`src/rtl/ili_pkg.sv`:
```
// Shared types and constants for the ILI9341 command sequencer and its init ROM.
package ili_pkg;

   typedef enum logic [1:0] {
      CMD   = 2'd0,
      DATA  = 2'd1,
      DELAY = 2'd2,
      END   = 2'd3
   } ili_kind_e;

   typedef enum logic [3:0] {
      ST_HW_RST,
      ST_POST_RST,
      ST_FETCH,
      ST_DECODE,
      ST_DELAY,
      ST_ISSUE,
      ST_WAIT_START,
      ST_WAIT_DONE,
      ST_READY
   } seq_state_e;

   typedef struct packed {
      ili_kind_e  kind;
      logic [7:0] payload;
   } ili_rom_entry_t;

   localparam logic [7:0] SWRESET = 8'h01;
   localparam logic [7:0] SLPOUT  = 8'h11;
   localparam logic [7:0] DISPON  = 8'h29;
   localparam logic [7:0] PIXFMT  = 8'h3A;
   localparam logic [7:0] MADCTL  = 8'h36;

   function automatic ili_rom_entry_t mkEntry(input ili_kind_e k, input logic [7:0] p);
      ili_rom_entry_t e;
      e.kind    = k;
      e.payload = p;
      return e;
   endfunction

endpackage

```
`src/rtl/ili_init_rom.sv`:
```
// Synchronous case-ROM of init entries; unlisted addresses read as END.
// ROM_SEL picks the table: 0 = panel bring-up, 1 = short test sequence, 2 = CMD-only table without END.
module ili_init_rom
   import ili_pkg::*;
#(
   parameter int ROM_DEPTH = 64,
   parameter int ROM_SEL   = 0
) (
   input  logic                         i_clk,
   input  logic [$clog2(ROM_DEPTH)-1:0] i_addr,
   output ili_rom_entry_t               o_entry
);

   ili_rom_entry_t w_entry;

   always_comb begin
      w_entry = mkEntry(END, 8'h00);
      if (ROM_SEL == 2) begin
         w_entry = mkEntry(CMD, 8'(i_addr));
      end else if (ROM_SEL == 1) begin
         case (int'(i_addr))
            0:       w_entry = mkEntry(CMD,   SWRESET);
            1:       w_entry = mkEntry(DELAY, 8'd1);
            2:       w_entry = mkEntry(CMD,   SLPOUT);
            3:       w_entry = mkEntry(DATA,  8'h55);
            default: w_entry = mkEntry(END,   8'h00);
         endcase
      end else begin
         case (int'(i_addr))
            0:       w_entry = mkEntry(CMD,   SWRESET);
            1:       w_entry = mkEntry(DELAY, 8'd5);
            2:       w_entry = mkEntry(CMD,   SLPOUT);
            3:       w_entry = mkEntry(DELAY, 8'd120);
            4:       w_entry = mkEntry(CMD,   PIXFMT);
            5:       w_entry = mkEntry(DATA,  8'h55);
            6:       w_entry = mkEntry(CMD,   MADCTL);
            7:       w_entry = mkEntry(DATA,  8'h48);
            8:       w_entry = mkEntry(CMD,   DISPON);
            default: w_entry = mkEntry(END,   8'h00);
         endcase
      end
   end

   always_ff @(posedge i_clk) begin
      o_entry <= w_entry;
   end

endmodule

```
`src/rtl/ili_cmd_sequencer.sv`:
```
// ILI9341 command sequencer: pulses the panel reset, walks the init ROM, then
// serialises user byte writes, so the SPI byte master has a single owner.
module ili_cmd_sequencer
   import ili_pkg::*;
#(
   parameter int DELAY_UNIT     = 100000,
   parameter int HW_RST_UNITS   = 10,
   parameter int POST_RST_UNITS = 120,
   parameter int ROM_DEPTH      = 64,
   parameter int ROM_SEL        = 0
) (
   input  logic       i_clk,
   input  logic       i_rst_n,
   input  logic       i_spi_idle,
   output logic       o_spi_send,
   output logic [7:0] o_spi_byte,
   output logic       o_dc,
   output logic       o_rst_ili,
   input  logic       i_wr_req,
   input  logic       i_wr_dc,
   input  logic [7:0] i_wr_data,
   output logic       o_wr_ack,
   output logic       o_init_done
);

   localparam int AW           = $clog2(ROM_DEPTH);
   localparam int CNT_W        = $clog2(255 * DELAY_UNIT + 1);
   localparam int HW_RST_CYC   = HW_RST_UNITS * DELAY_UNIT;
   localparam int POST_RST_CYC = POST_RST_UNITS * DELAY_UNIT;
   localparam logic [AW-1:0] LAST_ADDR = AW'(ROM_DEPTH - 1);

   seq_state_e     r_state;
   logic [CNT_W-1:0] r_cnt;
   logic [AW-1:0]  r_addr;
   logic           r_romLast;
   logic           r_spiSend;
   logic           r_wrAck;
   logic [7:0]     r_spiByte;
   logic           r_dc;
   logic           r_rstIli;
   logic           r_initDone;

   ili_rom_entry_t   w_entry;
   seq_state_e       w_nextState;
   logic [CNT_W-1:0] w_cntNext;
   logic             w_send;
   logic             w_ack;
   logic             w_latchRom;
   logic             w_latchUser;
   logic             w_advance;
   logic             w_setDone;
   logic             w_releaseRst;

   ili_init_rom #(
      .ROM_DEPTH (ROM_DEPTH),
      .ROM_SEL   (ROM_SEL)
   ) u_rom (
      .i_clk   (i_clk),
      .i_addr  (r_addr),
      .o_entry (w_entry)
   );

   // Once the last ROM slot has been consumed, the next decode acts as END so the address never wraps.
   always_comb begin
      w_nextState  = r_state;
      w_cntNext    = r_cnt;
      w_send       = 1'b0;
      w_ack        = 1'b0;
      w_latchRom   = 1'b0;
      w_latchUser  = 1'b0;
      w_advance    = 1'b0;
      w_setDone    = 1'b0;
      w_releaseRst = 1'b0;
      case (r_state)
         ST_HW_RST: begin
            if (r_cnt == CNT_W'(HW_RST_CYC - 1)) begin
               w_cntNext    = '0;
               w_releaseRst = 1'b1;
               w_nextState  = ST_POST_RST;
            end else begin
               w_cntNext = r_cnt + CNT_W'(1);
            end
         end
         ST_POST_RST: begin
            if (r_cnt == CNT_W'(POST_RST_CYC - 1)) begin
               w_cntNext   = '0;
               w_nextState = ST_FETCH;
            end else begin
               w_cntNext = r_cnt + CNT_W'(1);
            end
         end
         ST_FETCH: w_nextState = ST_DECODE;
         ST_DECODE: begin
            if (r_romLast || (w_entry.kind == END)) begin
               w_setDone   = 1'b1;
               w_nextState = ST_READY;
            end else begin
               w_advance = 1'b1;
               if (w_entry.kind == DELAY) begin
                  w_cntNext   = CNT_W'(w_entry.payload) * CNT_W'(DELAY_UNIT);
                  w_nextState = ST_DELAY;
               end else begin
                  w_latchRom  = 1'b1;
                  w_nextState = ST_ISSUE;
               end
            end
         end
         ST_DELAY: begin
            if (r_cnt <= CNT_W'(1)) begin
               w_cntNext   = '0;
               w_nextState = ST_FETCH;
            end else begin
               w_cntNext = r_cnt - CNT_W'(1);
            end
         end
         ST_ISSUE: begin
            if (i_spi_idle) begin
               w_send      = 1'b1;
               w_nextState = ST_WAIT_START;
            end
         end
         ST_WAIT_START: if (!i_spi_idle) w_nextState = ST_WAIT_DONE;
         ST_WAIT_DONE: begin
            if (i_spi_idle) w_nextState = r_initDone ? ST_READY : ST_FETCH;
         end
         ST_READY: begin
            if (i_wr_req && i_spi_idle) begin
               w_send      = 1'b1;
               w_ack       = 1'b1;
               w_latchUser = 1'b1;
               w_nextState = ST_WAIT_START;
            end
         end
         default: w_nextState = ST_HW_RST;
      endcase
   end

   always_ff @(posedge i_clk or negedge i_rst_n) begin
      if (!i_rst_n) begin
         r_state    <= ST_HW_RST;
         r_cnt      <= '0;
         r_addr     <= '0;
         r_romLast  <= 1'b0;
         r_spiSend  <= 1'b0;
         r_wrAck    <= 1'b0;
         r_spiByte  <= 8'h00;
         r_dc       <= 1'b0;
         r_rstIli   <= 1'b0;
         r_initDone <= 1'b0;
      end else begin
         r_state   <= w_nextState;
         r_cnt     <= w_cntNext;
         r_spiSend <= w_send;
         r_wrAck   <= w_ack;
         if (w_releaseRst) r_rstIli <= 1'b1;
         if (w_setDone) r_initDone <= 1'b1;
         if (w_latchRom) begin
            r_spiByte <= w_entry.payload;
            r_dc      <= (w_entry.kind == DATA);
         end
         if (w_latchUser) begin
            r_spiByte <= i_wr_data;
            r_dc      <= i_wr_dc;
         end
         if (w_advance) begin
            if (r_addr == LAST_ADDR) r_romLast <= 1'b1;
            else r_addr <= r_addr + AW'(1);
         end
      end
   end

   assign o_spi_send  = r_spiSend;
   assign o_wr_ack    = r_wrAck;
   assign o_spi_byte  = r_spiByte;
   assign o_dc        = r_dc;
   assign o_rst_ili   = r_rstIli;
   assign o_init_done = r_initDone;

endmodule

```
`config.mk`:
```
export PLATFORM = sky130hd
export DESIGN_NAME = ili_cmd_sequencer
export DESIGN_NICKNAME = d
export VERILOG_FILES = /design/src/rtl/ili_pkg.sv /design/src/rtl/ili_init_rom.sv /design/src/rtl/ili_cmd_sequencer.sv
export SDC_FILE = /design/constraint.sdc
export NUM_CORES = 1
export LEC_CHECK = 0
export CAP_MARGIN = 20
export CORE_MARGIN = 2
export CORE_UTILIZATION = 40
export CTS_CLUSTER_DIAMETER = 120
export DETAILED_ROUTE_END_ITERATION = 8
export PLACE_DENSITY = 0.56
export SYNTH_ARGS = -nofsm -noshare
export SYNTH_HDL_FRONTEND = slang
export SYNTH_SLANG_ARGS = --single-unit
```
`constraint.sdc`:
```
create_clock -name i_clk -period 4 [get_ports i_clk]
set_input_delay 1.2 -clock i_clk [delete_from_list [all_inputs] [get_ports i_clk]]
set_output_delay 1.2 -clock i_clk [all_outputs]
set_load 0.05 [all_outputs]
```
# Word level (Yosys, flattened, before mapping)
# Memories as Yosys holds them, arrays and structs flattened. A register that Yosys moved wholly into a read port is not among the register bits.
# Index checks and enable logic that the tools add are counted.
[totals]
mem_bits_ro = 144
wordCells = 86
mem_bits_rw = 0
latch_bits = 0
regBits = 57
inputBits = 13
mem_count = 1
out_inout_bits = 13
[memory_table]
columns = ["name", "words", "width", "read_ports", "rd_clocked_by_memory_dff", "write_ports", "line", "text"]
rows = [
  ["(name not given)", 16, 9, 1, 1, 0, "ili_init_rom.sv:29", "case (int'(i_addr))"],
]
[classes]
n_reduce_logical = 11
multipliers = 1
bitwise = 1
addsub = 3
n_eq_ne = 23
div = 0
order_cmp = 1
shifts = 0
muxes = 34
[op_table]
columns = ["operator", "count"]
rows = [
  ["$mux W25", 5],
  ["$pmux W25 S4", 1],
  ["$mux W4", 9],
  ["$pmux W4 S9", 1],
  ["$add A25 B1 Y25 const B", 1],
  ["$eq A25 B20 Y1 const B", 1],
  ["$eq A25 B24 Y1 const B", 1],
  ["$le A25 B1 Y1 const B", 1],
  ["$sub A25 B1 Y25 const B", 1],
  ["$mul A8 B12 Y20 const B", 1],
  ["$ne A2 B2 Y1 const B", 9],
  ["$eq A4 B3 Y1 const B", 4],
  ["$mux W8", 2],
  ["$mux W1", 15],
  ["$eq A4 B2 Y1 const B", 2],
  ["$reduce_and A7 Y1", 1],
  ["$add A6 B1 Y6 const B", 1],
  ["$eq A6 B6 Y1 const B", 1],
  ["$eq A2 B2 Y1 const B", 2],
  ["$eq A4 B1 Y1 const B", 1],
  ["$eq A4 B4 Y1 const B", 1],
  ["$logic_not A4 Y1", 1],
  ["$reduce_and A2 Y1", 2],
  ["$reduce_bool A4 Y1", 1],
  ["other kinds (9)", 9],
]

# Longest topological paths before layout
[logic_depth]
ltp_word = 6
mapped_depth = 14
depth_no_buf = 14

# Cells and area by module
# A second synthesis with hierarchy kept.
[unflattened]
hier_cells = 639
hier_area_um2 = 5606.6
[by_module_without_submodules]
columns = ["mod", "cells_each", "instances", "area_each_um2", "seq_area_each_um2"]
rows = [
  ["ili_cmd_sequencer", 591, 1, 5134.9, 1226.2],
  ["ili_init_rom", 48, 1, 471.7, 180.2],
]

# Worst setup path before layout
# OpenSTA, ideal clock, no wires.
[synth_timing]
path_kind = "reg2reg"
start = "register, netlist name u_rom.o_entry[2]"
end = "register r_cnt[23]"
path_stages_with_launch = 15
path_slack_ps = 400
n_path_buf = 0
setup_ps = 128
required_time_ps = 3872
t_arrival_ps = 3472
synth_period_minus_slack_ps = 3600
path_cell_list = "dfxtp_1 ha_1 ha_1 inv_1 fa_1 inv_1 fa_1 ha_1 a21o_1 nand4_1 a31oi_1 nor4_1 o41ai_1 xnor2_1 o211ai_2"
[synth_via]
elab_chain_cells = 4
[synth_lines]
columns = ["item", "line", "text"]
rows = [
  ["$mul A8 B12 Y20", "ili_cmd_sequencer.sv:100", "w_cntNext = CNT_W'(w_entry.payload) * CNT_W'(DELAY_UNIT);"],
  ["$mux W25", "ili_cmd_sequencer.sv:99", "if (w_entry.kind == DELAY) begin"],
  ["$mux W25", "ili_cmd_sequencer.sv:94", "if (r_romLast || (w_entry.kind == END)) begin"],
  ["$pmux W25 S4", "ili_cmd_sequencer.sv:74", "case (r_state)"],
  ["end signal, assigned", "ili_cmd_sequencer.sv:152", "r_cnt <= w_cntNext;"],
  ["end, declared", "ili_cmd_sequencer.sv:33", "logic [CNT_W-1:0] r_cnt;"],
]
# Every way passes these cells. The select of a mux whose other input is x is not followed.
# A chain may end at the register's enable or synchronous reset.

# Worst setup path after layout
[layout_timing]
start = "register, netlist name u_rom.o_entry[4]"
end = "register r_cnt[17]"
[layout_via]
elab_chain_cells = 4
[layout_lines]
columns = ["item", "line"]
rows = [
  ["$mul A8 B12 Y20", "ili_cmd_sequencer.sv:100"],
  ["$mux W25", "ili_cmd_sequencer.sv:99"],
  ["$mux W25", "ili_cmd_sequencer.sv:94"],
  ["$pmux W25 S4", "ili_cmd_sequencer.sv:74"],
]
# Every way passes these cells. The select of a mux whose other input is x is not followed.

==> summary.md <==
| Metric | Value |
|---|---|
| Outcome | finished, final reports clean |
| Hold Fails Final Rpt | 0 |
| Clock buffer depth | 2 |
| Cts bufs inserted | 9 |
| Post-Syn Instances | 637 |
| CTS tree | done |
| Placeable core area | 12700 µm² |
| Final slew viol count | 0 |
| Final Cycle Share | 0.951 |
| Largest net degree at the start of global routing | 30 |
| Critical path, cell by cell | ha_1, ha_1, inv_1, fa_1, inv_1, fa_1, ha_1, a21o_1, nand4_1, nand3_1, a31oi_1, xor2_1, o22ai_1, a221o_1 |
| Register area share after synthesis | 0.269 |
| Vias | 4830 |
| Antenna Cells | 0 |
| CP required | 4.22 ns |
| Net Count, Synth | 713 |
| Die Wd | 118 µm |
| Final min period | 3.80 ns |
| Adder-cell share of the synthesized area | 0.165 |
| Post-synth EDFFs | 0 |
| Max-slew headroom at the worst pin | 0.408 |
| Fmax | 263 MHz |
| Setup TNS | 0 ns |
| Synth Area per Inst | 8.21 µm² |
| Number of global-route vias before repair | 4575 |
| Clock Latency Late Sink | 0.34 ns |
| Crit start category | flip-flop |
| Distinct cells, synth | 70 |
| Initial antenna violation count | 0 |
| Clock-pin slew on the worst setup and hold paths | 0.06 ns |
| Max-cap violation count | 0 |
| 1st-iter DRT viols | 361 |
| WP data arrival | 4.02 ns |
| R2R setup slack | 0.20 ns |
| Clock sink count | 58 |
| Wire length of the first global-routing pass | 23.8 mm |
| Total die area | 14000 µm² |
| Synth Area in Compound Gates | 0.211 |
| Final Wtd Congestion | 0.903 |
| Post-Synth Simple-Gate Area | 0.232 |
| Starting Density | 0.413 |
| Vias per inst | 5.85 |
| Critical path peak fanout | 4 |
| IO Pins | 26 |
| Detailed Place HPWL | 11.2 mm |
| Drt wl/cell | 17.9 µm |
| Asr flop ratio synth | 0.845 |
| Post-synthesis xor/xnor area fraction | 0.0486 |
| Clock root cell | clkbuf_16 |
| Area of the multi-input gates | 3590 µm² |
| Final WL | 14.7 mm |
| Crit path top cell by count | ha_1 |
| Synthesis-to-layout area growth | 14.6% |
| Design area | 6000 µm² |
| Nets | 724 |
| Critical path class | flip-flop to flip-flop |
| Ys Warns | 0 |
| Layout cells sized above 1 | 0.0842 |
| CP max-delay cell | fa_1 |
| Most used DFF post-synth | dfrtp_1 |
| Grt total ovfl | 0 |
| Placed inst area | 5630 µm² |
| Overall Global Routing Usage | 0.214 |
| DR pass1 iterations | 5 |
| Actual slew at the worst max-slew pin | 0.882 ns |
| CP endpoint kind | flip-flop |
| Post-DRT Antenna Nets | 0 |
| I/O Buffers | 25 |
| Reg area | 1410 µm² |
| # DRC | 0 |
| Die H | 118 µm |
| Number of H-tree levels | 3 |
| Setup repair after global routing missed its margin | false |
| FF+latch count, synth | 58 |
| Site Rows | 41 |
| Main combinational cell family by area after synthesis | simple AND/OR/NAND/NOR gates |
| Setup violators final | 0 |
| Clock skew | 0.00944 ns |
| Max incr delay on CP | 0.49 ns |
| FILL cells | 1229 |
| Post-CTS Setup Bufs | 0 |
| Synthesized area | 5230 µm² |
| Hold Path Class | flip-flop to flip-flop |
| Post-synthesis mux area share | 0.0213 |
placed cells by master (no fill, tap or decap), drive strengths merged, types with 4 or more instances in the layout:
cell,synthesis,layout
a221oi,8,8
buf,12,15
xnor2,19,19
or3,5,5
nor2,59,59
nand3,25,25
nand2b,6,6
o21bai,4,4
and4,5,5
and3,6,6
nand2,64,64
nor3,27,27
xor2,10,10
or2,5,5
dfrtp,49,49
nor4,8,8
a21o,5,5
o221ai,4,4
mux2i,10,10
inv,30,30
a211oi,6,6
o211ai,4,4
dfxtp,9,9
fa,10,10
ha,53,53
a21oi,38,38
o21ai,39,39
a31oi,8,8
nand4,12,12
clkdlybuf4s50,0,24
a22oi,6,6
o22ai,13,13
clkbuf,27,11
final cells by class:
type / instances / share of cell area
Clock inverter: 5 / 0.0129
Timing Repair Buffer: 39 / 0.0584
Clock buffer: 11 / 0.0405
Inverter: 30 / 0.0188
Tap cell: 172 / 0.0359
Multi-Input combinational cell: 510 / 0.599
Sequential cell: 58 / 0.235
repair_timing:
action / CTS / global route
resized for setup: 0 / 10
endpoints found under the setup margin: 0 / 8
hold buffers: 0 / 0
state kept, by name, summed over array words and instances (netlist names):
signal and count:
o_spi_send 1, r_cnt 25, o_wr_ack 1, r_addr 6, r_romLast 1, u_rom.o_entry 9, o_init_done 1, o_dc 1
o_rst_ili 1, o_spi_byte 8, r_state 4
routing by layer:
metal | part of all wire | vias to the layer above | GRT usage
met5 | 0 | - | 0
met4 | 0.023 | 0 | 0.0768
met3 | 0.041 | 29 | 0.0420
met2 | 0.47 | 126 | 0.343
met1 | 0.47 | 2311 | 0.285
li1 | - | 2364 | -
worst paths after layout:
path	depth (start not counted)	start	end
setup / recovery	14	u_rom.o_entry[4]	r_cnt[17]
setup reg to reg	14	u_rom.o_entry[4]	r_cnt[17]
max in group asynchronous	2	i_rst_n	o_dc
min in group asynchronous	1	i_rst_n	r_cnt[7]
hold reg to reg	2	o_spi_byte[1]	o_spi_byte[1]
hold / removal	2	o_spi_byte[1]	o_spi_byte[1]
metrics by stage:
step           hold slack [ns]  setup WS [ns]  utilization  cells
2_1_floorplan            0.495          0.400            -    637
3_3_place_gp             0.461          0.182        0.444    809
3_5_place_dp             0.462         0.0720        0.444    809
4_1_cts                  0.476         0.0534        0.470    825
5_1_grt                  0.494         0.0265        0.473    825
6_report                 0.473          0.196        0.473    825
cell families after synthesis:
family	count (synthesis)
AND/OR/NAND/NOR	242
AO/OA/AOI/OAI	165
buffers and inverters	69
adder cells (fa/ha/maj)	63
flip-flops	58
XOR/XNOR	29
multiplexers	11
cells in the mapped netlist (13+ instances only):
cell type	n	area [µm²]
nand2_1	64	240
nor2_1	59	221
ha_1	53	663
dfrtp_1	49	1230
a21oi_1	38	190
o21ai_0	37	185
inv_1	30	113
clkbuf_1	26	97.6
nand3_1	25	125
nor3_1	25	125
xnor2_1	19	166
o22ai_1	13	81.3
worst max-delay path, delay by kind of cell (launching register included):
family,cells,cell delay (ns)
AOI/OAI and AO/OA,4,0.88
xor gates and xnor gates,1,0.17
adders and majority gates,5,1.93
buffers and inverters,2,0.10
DFF,1,0.34
and+or+nand+nor,2,0.26
Power is left out: the tool's default activity adds up to more than one toggle a clock period on the data nets, which glitch-free logic cannot reach.
